<file path="src/rtl/fp_uart_pkg.sv">
// Shared UART receive definitions: FSM states, frame geometry and default bit timing.
package fp_uart_pkg;
  localparam int UART_DATA_BITS       = 8;
  localparam int DEFAULT_CLKS_PER_BIT = 5208;

  typedef enum logic [2:0] {IDLE, START, DATA, STOP, BREAK} rx_state_e;
endpackage

</file>
<file path="src/rtl/uart_rx_byte_engine.sv">
// 8N1 byte receiver: input synchroniser, bit timer and START/DATA/STOP/BREAK state machine.
module uart_rx_byte_engine
  import fp_uart_pkg::*;
#(
  parameter int CLKS_PER_BIT = DEFAULT_CLKS_PER_BIT,
  parameter int SYNC_STAGES  = 2
) (
  input  logic                      clk,
  input  logic                      rst,
  input  logic                      rx,
  output logic                      idle,
  output logic                      byte_valid,
  output logic                      frame_err,
  output logic [UART_DATA_BITS-1:0] rx_byte
);
  localparam int CNT_W = $clog2(CLKS_PER_BIT + 1);
  localparam int BIT_W = $clog2(UART_DATA_BITS + 1);
  localparam logic [CNT_W-1:0] HALF_CNT = CNT_W'(CLKS_PER_BIT / 2);
  localparam logic [CNT_W-1:0] FULL_CNT = CNT_W'(CLKS_PER_BIT - 1);
  localparam logic [BIT_W-1:0] LAST_BIT = BIT_W'(UART_DATA_BITS - 1);

  logic [SYNC_STAGES-1:0]    sync_q;
  logic                      rx_s;
  rx_state_e                 state;
  logic [CNT_W-1:0]          cnt;
  logic [BIT_W-1:0]          bit_cnt;
  logic [UART_DATA_BITS-1:0] shift;

  assign rx_s = sync_q[SYNC_STAGES-1];
  assign idle = (state == IDLE);

  always_ff @(posedge clk or posedge rst) begin
    if (rst) begin
      sync_q     <= '1;
      state      <= IDLE;
      cnt        <= '0;
      bit_cnt    <= '0;
      byte_valid <= 1'b0;
      frame_err  <= 1'b0;
    end else begin
      sync_q     <= {sync_q[SYNC_STAGES-2:0], rx};
      byte_valid <= 1'b0;
      frame_err  <= 1'b0;
      case (state)
        IDLE: begin
          cnt     <= '0;
          bit_cnt <= '0;
          if (!rx_s) state <= START;
        end
        START: begin
          // Mid-start sample: a line already back high was only a glitch.
          if (cnt == HALF_CNT) begin
            cnt   <= '0;
            state <= rx_s ? IDLE : DATA;
          end else begin
            cnt <= cnt + 1'b1;
          end
        end
        DATA: begin
          if (cnt == FULL_CNT) begin
            cnt <= '0;
            if (bit_cnt == LAST_BIT) begin
              bit_cnt <= '0;
              state   <= STOP;
            end else begin
              bit_cnt <= bit_cnt + 1'b1;
            end
          end else begin
            cnt <= cnt + 1'b1;
          end
        end
        STOP: begin
          if (cnt == FULL_CNT) begin
            cnt <= '0;
            if (rx_s) begin
              byte_valid <= 1'b1;
              state      <= IDLE;
            end else begin
              frame_err <= 1'b1;
              state     <= BREAK;
            end
          end else begin
            cnt <= cnt + 1'b1;
          end
        end
        BREAK: begin
          if (rx_s) state <= IDLE;
        end
        default: state <= IDLE;
      endcase
    end
  end

  always_ff @(posedge clk) begin
    if (state == DATA && cnt == FULL_CNT) shift <= {rx_s, shift[UART_DATA_BITS-1:1]};
    if (state == STOP && cnt == FULL_CNT && rx_s) rx_byte <= shift;
  end
endmodule

</file>
<file path="src/rtl/fp32_uart_rx_word.sv">
// UART word receiver: packs NUM_BYTES bytes into one word behind a valid/ready output
// buffer, with framing, overrun and inter-byte timeout reporting.
module fp32_uart_rx_word
  import fp_uart_pkg::*;
#(
  parameter int CLKS_PER_BIT = DEFAULT_CLKS_PER_BIT,
  parameter int NUM_BYTES    = 12,
  parameter int SYNC_STAGES  = 2,
  parameter int TIMEOUT_BITS = 32
) (
  input  logic                              CLK_I,
  input  logic                              RST_I,
  input  logic                              UART_RX_I,
  input  logic                              RX_READY_I,
  output logic                              RX_VALID_O,
  output logic [UART_DATA_BITS*NUM_BYTES-1:0] RX_DATA_O,
  output logic                              FRAME_ERR_O,
  output logic                              OVERRUN_O,
  output logic                              TIMEOUT_O
);
  localparam int WORD_W    = UART_DATA_BITS * NUM_BYTES;
  localparam int BC_W      = $clog2(NUM_BYTES + 1);
  localparam int TO_CYCLES = TIMEOUT_BITS * CLKS_PER_BIT;
  localparam int TO_W      = (TO_CYCLES > 0) ? $clog2(TO_CYCLES + 1) : 1;
  localparam logic [TO_W-1:0] TO_LAST   = (TO_CYCLES > 0) ? TO_W'(TO_CYCLES - 1) : '0;
  localparam logic [BC_W-1:0] LAST_SLOT = BC_W'(NUM_BYTES - 1);

  logic                      eng_idle;
  logic                      byte_valid;
  logic                      frame_err;
  logic [UART_DATA_BITS-1:0] rx_byte;
  logic [BC_W-1:0]           byte_cnt;
  logic [TO_W-1:0]           to_cnt;
  logic [WORD_W-1:0]         assembly;
  logic [WORD_W-1:0]         next_word;
  logic                      word_done;

  uart_rx_byte_engine #(
    .CLKS_PER_BIT(CLKS_PER_BIT),
    .SYNC_STAGES (SYNC_STAGES)
  ) u_engine (
    .clk       (CLK_I),
    .rst       (RST_I),
    .rx        (UART_RX_I),
    .idle      (eng_idle),
    .byte_valid(byte_valid),
    .frame_err (frame_err),
    .rx_byte   (rx_byte)
  );

  assign FRAME_ERR_O = frame_err;
  assign word_done   = byte_valid && (byte_cnt == LAST_SLOT);

  // Assembly including the byte arriving this cycle, so a completing word is whole.
  always_comb begin
    next_word = assembly;
    for (int k = 0; k < NUM_BYTES; k++) begin
      if (byte_cnt == BC_W'(k)) next_word[UART_DATA_BITS*k +: UART_DATA_BITS] = rx_byte;
    end
  end

  always_ff @(posedge CLK_I) begin
    if (byte_valid) assembly <= next_word;
  end

  always_ff @(posedge CLK_I or posedge RST_I) begin
    if (RST_I) begin
      byte_cnt  <= '0;
      to_cnt    <= '0;
      TIMEOUT_O <= 1'b0;
    end else begin
      TIMEOUT_O <= 1'b0;
      if (frame_err) begin
        byte_cnt <= '0;
        to_cnt   <= '0;
      end else if (byte_valid) begin
        byte_cnt <= word_done ? '0 : byte_cnt + 1'b1;
        to_cnt   <= '0;
      end else if (TIMEOUT_BITS == 0 || !eng_idle || byte_cnt == '0) begin
        to_cnt <= '0;
      end else if (to_cnt == TO_LAST) begin
        TIMEOUT_O <= 1'b1;
        byte_cnt  <= '0;
        to_cnt    <= '0;
      end else begin
        to_cnt <= to_cnt + 1'b1;
      end
    end
  end

  // A finished word is taken if the buffer is empty or being drained this same cycle.
  always_ff @(posedge CLK_I or posedge RST_I) begin
    if (RST_I) begin
      RX_VALID_O <= 1'b0;
      RX_DATA_O  <= '0;
      OVERRUN_O  <= 1'b0;
    end else begin
      OVERRUN_O <= 1'b0;
      if (word_done) begin
        if (!RX_VALID_O || RX_READY_I) begin
          RX_DATA_O  <= next_word;
          RX_VALID_O <= 1'b1;
        end else begin
          OVERRUN_O <= 1'b1;
        end
      end else if (RX_READY_I) begin
        RX_VALID_O <= 1'b0;
      end
    end
  end
endmodule

</file>
<file path="config.mk">
export PLATFORM = sky130hd
export DESIGN_NAME = fp32_uart_rx_word
export DESIGN_NICKNAME = d
export VERILOG_FILES = /design/src/rtl/fp_uart_pkg.sv /design/src/rtl/uart_rx_byte_engine.sv /design/src/rtl/fp32_uart_rx_word.sv
export SDC_FILE = /design/constraint.sdc
export NUM_CORES = 1
export LEC_CHECK = 0
export ABC_AREA = 1
export BUFFER_PORTS_ARGS = -buffer_cell sky130_fd_sc_hd__buf_2
export CAP_MARGIN = 20
export CORE_MARGIN = 2
export CORE_UTILIZATION = 50
export DETAILED_ROUTE_END_ITERATION = 16
export MAX_ROUTING_LAYER = met4
export PLACE_DENSITY_LB_ADDON = 0.2
export SYNTH_ARGS = -nofsm -noshare
export SYNTH_HDL_FRONTEND = slang
export SYNTH_SLANG_ARGS = --single-unit
</file>
<file path="constraint.sdc">
create_clock -name CLK_I -period 5.05 [get_ports CLK_I]
set_clock_uncertainty 0.1 [all_clocks]
set_input_delay 0 -clock CLK_I [delete_from_list [all_inputs] [get_ports CLK_I]]
set_output_delay 0 -clock CLK_I [all_outputs]
set_load 0.02 [all_outputs]
</file>
==> impl_metrics.env <==
export IMPL_wl_um=22900
export IMPL_grt_pass1_wl_um=37800
export IMPL_placed_cell_area_mm2=0.0114
export IMPL_yosysMostFrequentCell="nand2_1"
export IMPL_synth_simple_area_share=0.230
export IMPL_syn_inst=1132
export IMPL_setup_viol=0
export IMPL_cts_max_level=1
export IMPL_p_leak_nw=6.09
export IMPL_ant_nets=0
export IMPL_synth_flop_cell="dfrtp_1"
export IMPL_hold_viol=0
export IMPL_cts_buffers=27
export IMPL_synth_area_mm2=0.0108
export IMPL_floorplan_initialDensity=0.511
export IMPL_finalCritPeriodShare=0.490
export IMPL_synth_largest_area_cell="dfrtp_1"
export IMPL_grt_pass1_vias=7310
export IMPL_synth_mux_area_frac=0
export IMPL_die_y_um=151
export IMPL_floorplan_die_area_mm2=0.0227
export IMPL_synth_seq_area_share=0.649
export IMPL_die_x_um=151
export IMPL_cts_tree="done"
export IMPL_power_density_mw_per_mm2=338
export IMPL_crit_type="flip-flop to flip-flop"
export IMPL_hpwl_um=14300
export IMPL_pwr_share_comb=0.007
export IMPL_synth_compound_area_frac=0.0534
export IMPL_fillCellCount=1862
export IMPL_fin_setup_tns_ns=0
export IMPL_cp_arrival_ns=2.84
export IMPL_cp_max_fo=96
export IMPL_max_freq_ghz=0.404
export IMPL_slew_violations=0
export IMPL_ios=104
export IMPL_final_cell_area_mm2=0.0124
export IMPL_cpPeakStageDelay_ns=0.73
export IMPL_synthDistinctLibCells=30
export IMPL_start_kind="flip-flop"
export IMPL_grt_max_degree=98
export IMPL_required_ns=5.42
export IMPL_end_kind="flip-flop"
export IMPL_p_int_mw=3.36
export IMPL_grt_use_met3=0.0325
export IMPL_yosys_top_cells_count="nand2_1, dfrtp_1, edfxtp_1"
export IMPL_cp_buffers_inverters=2
export IMPL_synthArstFlopShare=0.564
export IMPL_pwr_share_seq=0.519
export IMPL_clkTransAtPathRegs_ns=0.06
export IMPL_clk_latency_ns=0.53
export IMPL_synthAdderAreaFrac=0.00929
export IMPL_layout_nets=1241
export IMPL_drive_above_1_share=0.132
export IMPL_synth_top_family_by_area="simple AND/OR/NAND/NOR gates"
export IMPL_status="finished clean"
export IMPL_slowest_stage="buf_4"
export IMPL_wl_per_cell_um=15.0
export IMPL_syn2layout_area_growth_pct=15.0
export IMPL_antenna_found_initial=0
export IMPL_grt_usage=0.215
export IMPL_path_cells="ha_1, nand3_4, nor2_2, inv_2, nor2_4, buf_4, nand2_1, nand2_1"
export IMPL_vdd_drop_max_mv=0.261
export IMPL_rsz0062_at_grt="false"
export IMPL_clkPwrFrac=0.474
export IMPL_viasPerCell=5.06
export IMPL_clock_sinks=257
export IMPL_period_needed_ns=2.47
export IMPL_gp_congestion=0.854
export IMPL_numPortBuffers=103
export IMPL_use_met2=0.331
export IMPL_synthXorXnorAreaFrac=0.0114
export IMPL_p_sw_mw=0.821
export IMPL_path_delay_family="buffers and inverters"
export IMPL_drc_errors=0
export IMPL_dr_total_vias=7717
export IMPL_first_iter_violations=614
export IMPL_core_mm2=0.0211
export IMPL_antenna_cells=0
export IMPL_synth_edf_count=112
export IMPL_yosysWarnings=0
export IMPL_drv_cap=0
export IMPL_synth_area_top_cells="dfrtp_1, edfxtp_1, nand2_1"
export IMPL_worstMarginPinSlew_ns=1.03
export IMPL_root_buffer="clkbuf_16"
export IMPL_syn_nets=1144
export IMPL_syn_area_per_cell_um2=9.52
export IMPL_slew_headroom=0.310
export IMPL_hp_class="input port to async pin"
export IMPL_grt_most_used_layer="met2"
export IMPL_netlist_area_leader_share=0.332
export IMPL_met1_usage=0.311
export IMPL_grt_overflow_total=0
export IMPL_ys_ff_latch=257
export IMPL_rows=53
export IMPL_path_common_cell="nand2_1"
export IMPL_first_pass_iters=5
export IMPL_ctsLongestPathBuffers=3
export IMPL_switching_share=0.196
## flip-flops by register name, summed over array words and instances, names as in the netlist
signal	count
OVERRUN_O	1
RX_DATA_O	96
RX_VALID_O	1
TIMEOUT_O	1
assembly	96
byte_cnt	4
to_cnt	18
u_engine.bit_cnt	4
u_engine.byte_valid	1
u_engine.cnt	13
u_engine.frame_err	1
u_engine.rx_byte	8
u_engine.shift	8
u_engine.state	3
u_engine.sync_q	2
## power by group through the flow
stage | Sequential [mW] | Combinational (mW) | Clock [mW]
2_1_floorplan | 2.21 | 0.0174 | 0
3_3_place_gp | 2.21 | 0.0279 | 0
3_5_place_dp | 2.21 | 0.0283 | 0
4_1_cts | 2.17 | 0.0307 | 2.02
5_1_grt | 2.17 | 0.0343 | 2.12
6_report | 2.17 | 0.0279 | 1.98
## worst min-delay path, cell delays in order
cell	delay [ns]
dlygate4sd3_1	0.53
buf_2	0.14
inv_6	0.62
## metal layers
metal	part of all wire	routed length [um]
met5	0	0
met2	0.46	10600
met1	0.47	10800
met4	0.012	279
met3	0.057	1300
## per-stage QoR
step	utilization	std cells	total power [mW]	worst slack (ns)	hold slack (ns)
after floorplan	-	1132	2.23	1.06	-0.0955
after global placement	0.542	1470	2.24	2.34	0.0165
after detailed placement	0.542	1470	2.24	2.30	0.0158
after CTS	0.586	1524	4.22	2.25	0.158
after global routing	0.587	1525	4.33	2.33	0.224
final	0.587	1525	4.18	2.58	0.123
## cell type report
cell class,instances,area (um2),share of cell area
Clock buffer,31,691,0.0558
Clock inverter,19,201,0.0163
Inverter,69,264,0.0213
Multi-Input combinational cell,762,3280,0.265
Sequential cell,257,7000,0.565
Tap cell,275,344,0.0278
Timing Repair Buffer,112,606,0.0489
## worst paths after layout
check | from | cells past startpoint | endpoint | slack [ns]
min | RST_I | 3 | RX_VALID_O | 0.12
min reg2reg | u_engine.sync_q[0] | 0 | u_engine.sync_q[1] | 0.26
max in group asynchronous | RST_I | 4 | RX_DATA_O[35] | 3.56
max reg2reg | byte_cnt[0] | 8 | RX_DATA_O[10] | 2.58
min in group CLK_I | RX_READY_I | 5 | OVERRUN_O | 0.24
max | byte_cnt[0] | 8 | RX_DATA_O[10] | 2.58
## cells by family after synthesis
logic type / count (synthesis)
AO/OA/AOI/OAI: 113
buffers and inverters: 113
adder cells (fa/ha/maj): 8
AND/OR/NAND/NOR: 627
flip-flops: 257
XOR/XNOR: 14
## repair_timing
action / in CTS / in global routing
hold buffers: 4 / 0
buffers inserted: 0 / 0
gates resized for setup: 0 / 0
endpoints found under the hold margin: 97 / 0
## cells in the final DEF, fill, tap and decap left out, types with 2 or more instances in the layout
cell type,count
nor3_1,9
xor2_1,13
ha_1,8
clkbuf_1,4
nor2_1,72
nand4_1,11
buf_2,103
inv_1,62
buf_4,4
nand2_1,494
o21ai_1,4
a21oi_1,2
nand3_1,30
dlygate4sd3_1,4
clkbuf_16,27
a31oi_1,3
clkinv_1,7
nor2_2,3
clkinv_2,7
dfrtp_1,142
o211ai_1,2
dfstp_2,2
o21ai_0,101
inv_2,6
nor4_1,2
bufinv_16,4
edfxtp_1,112
(Power assumes the default switching activity.)
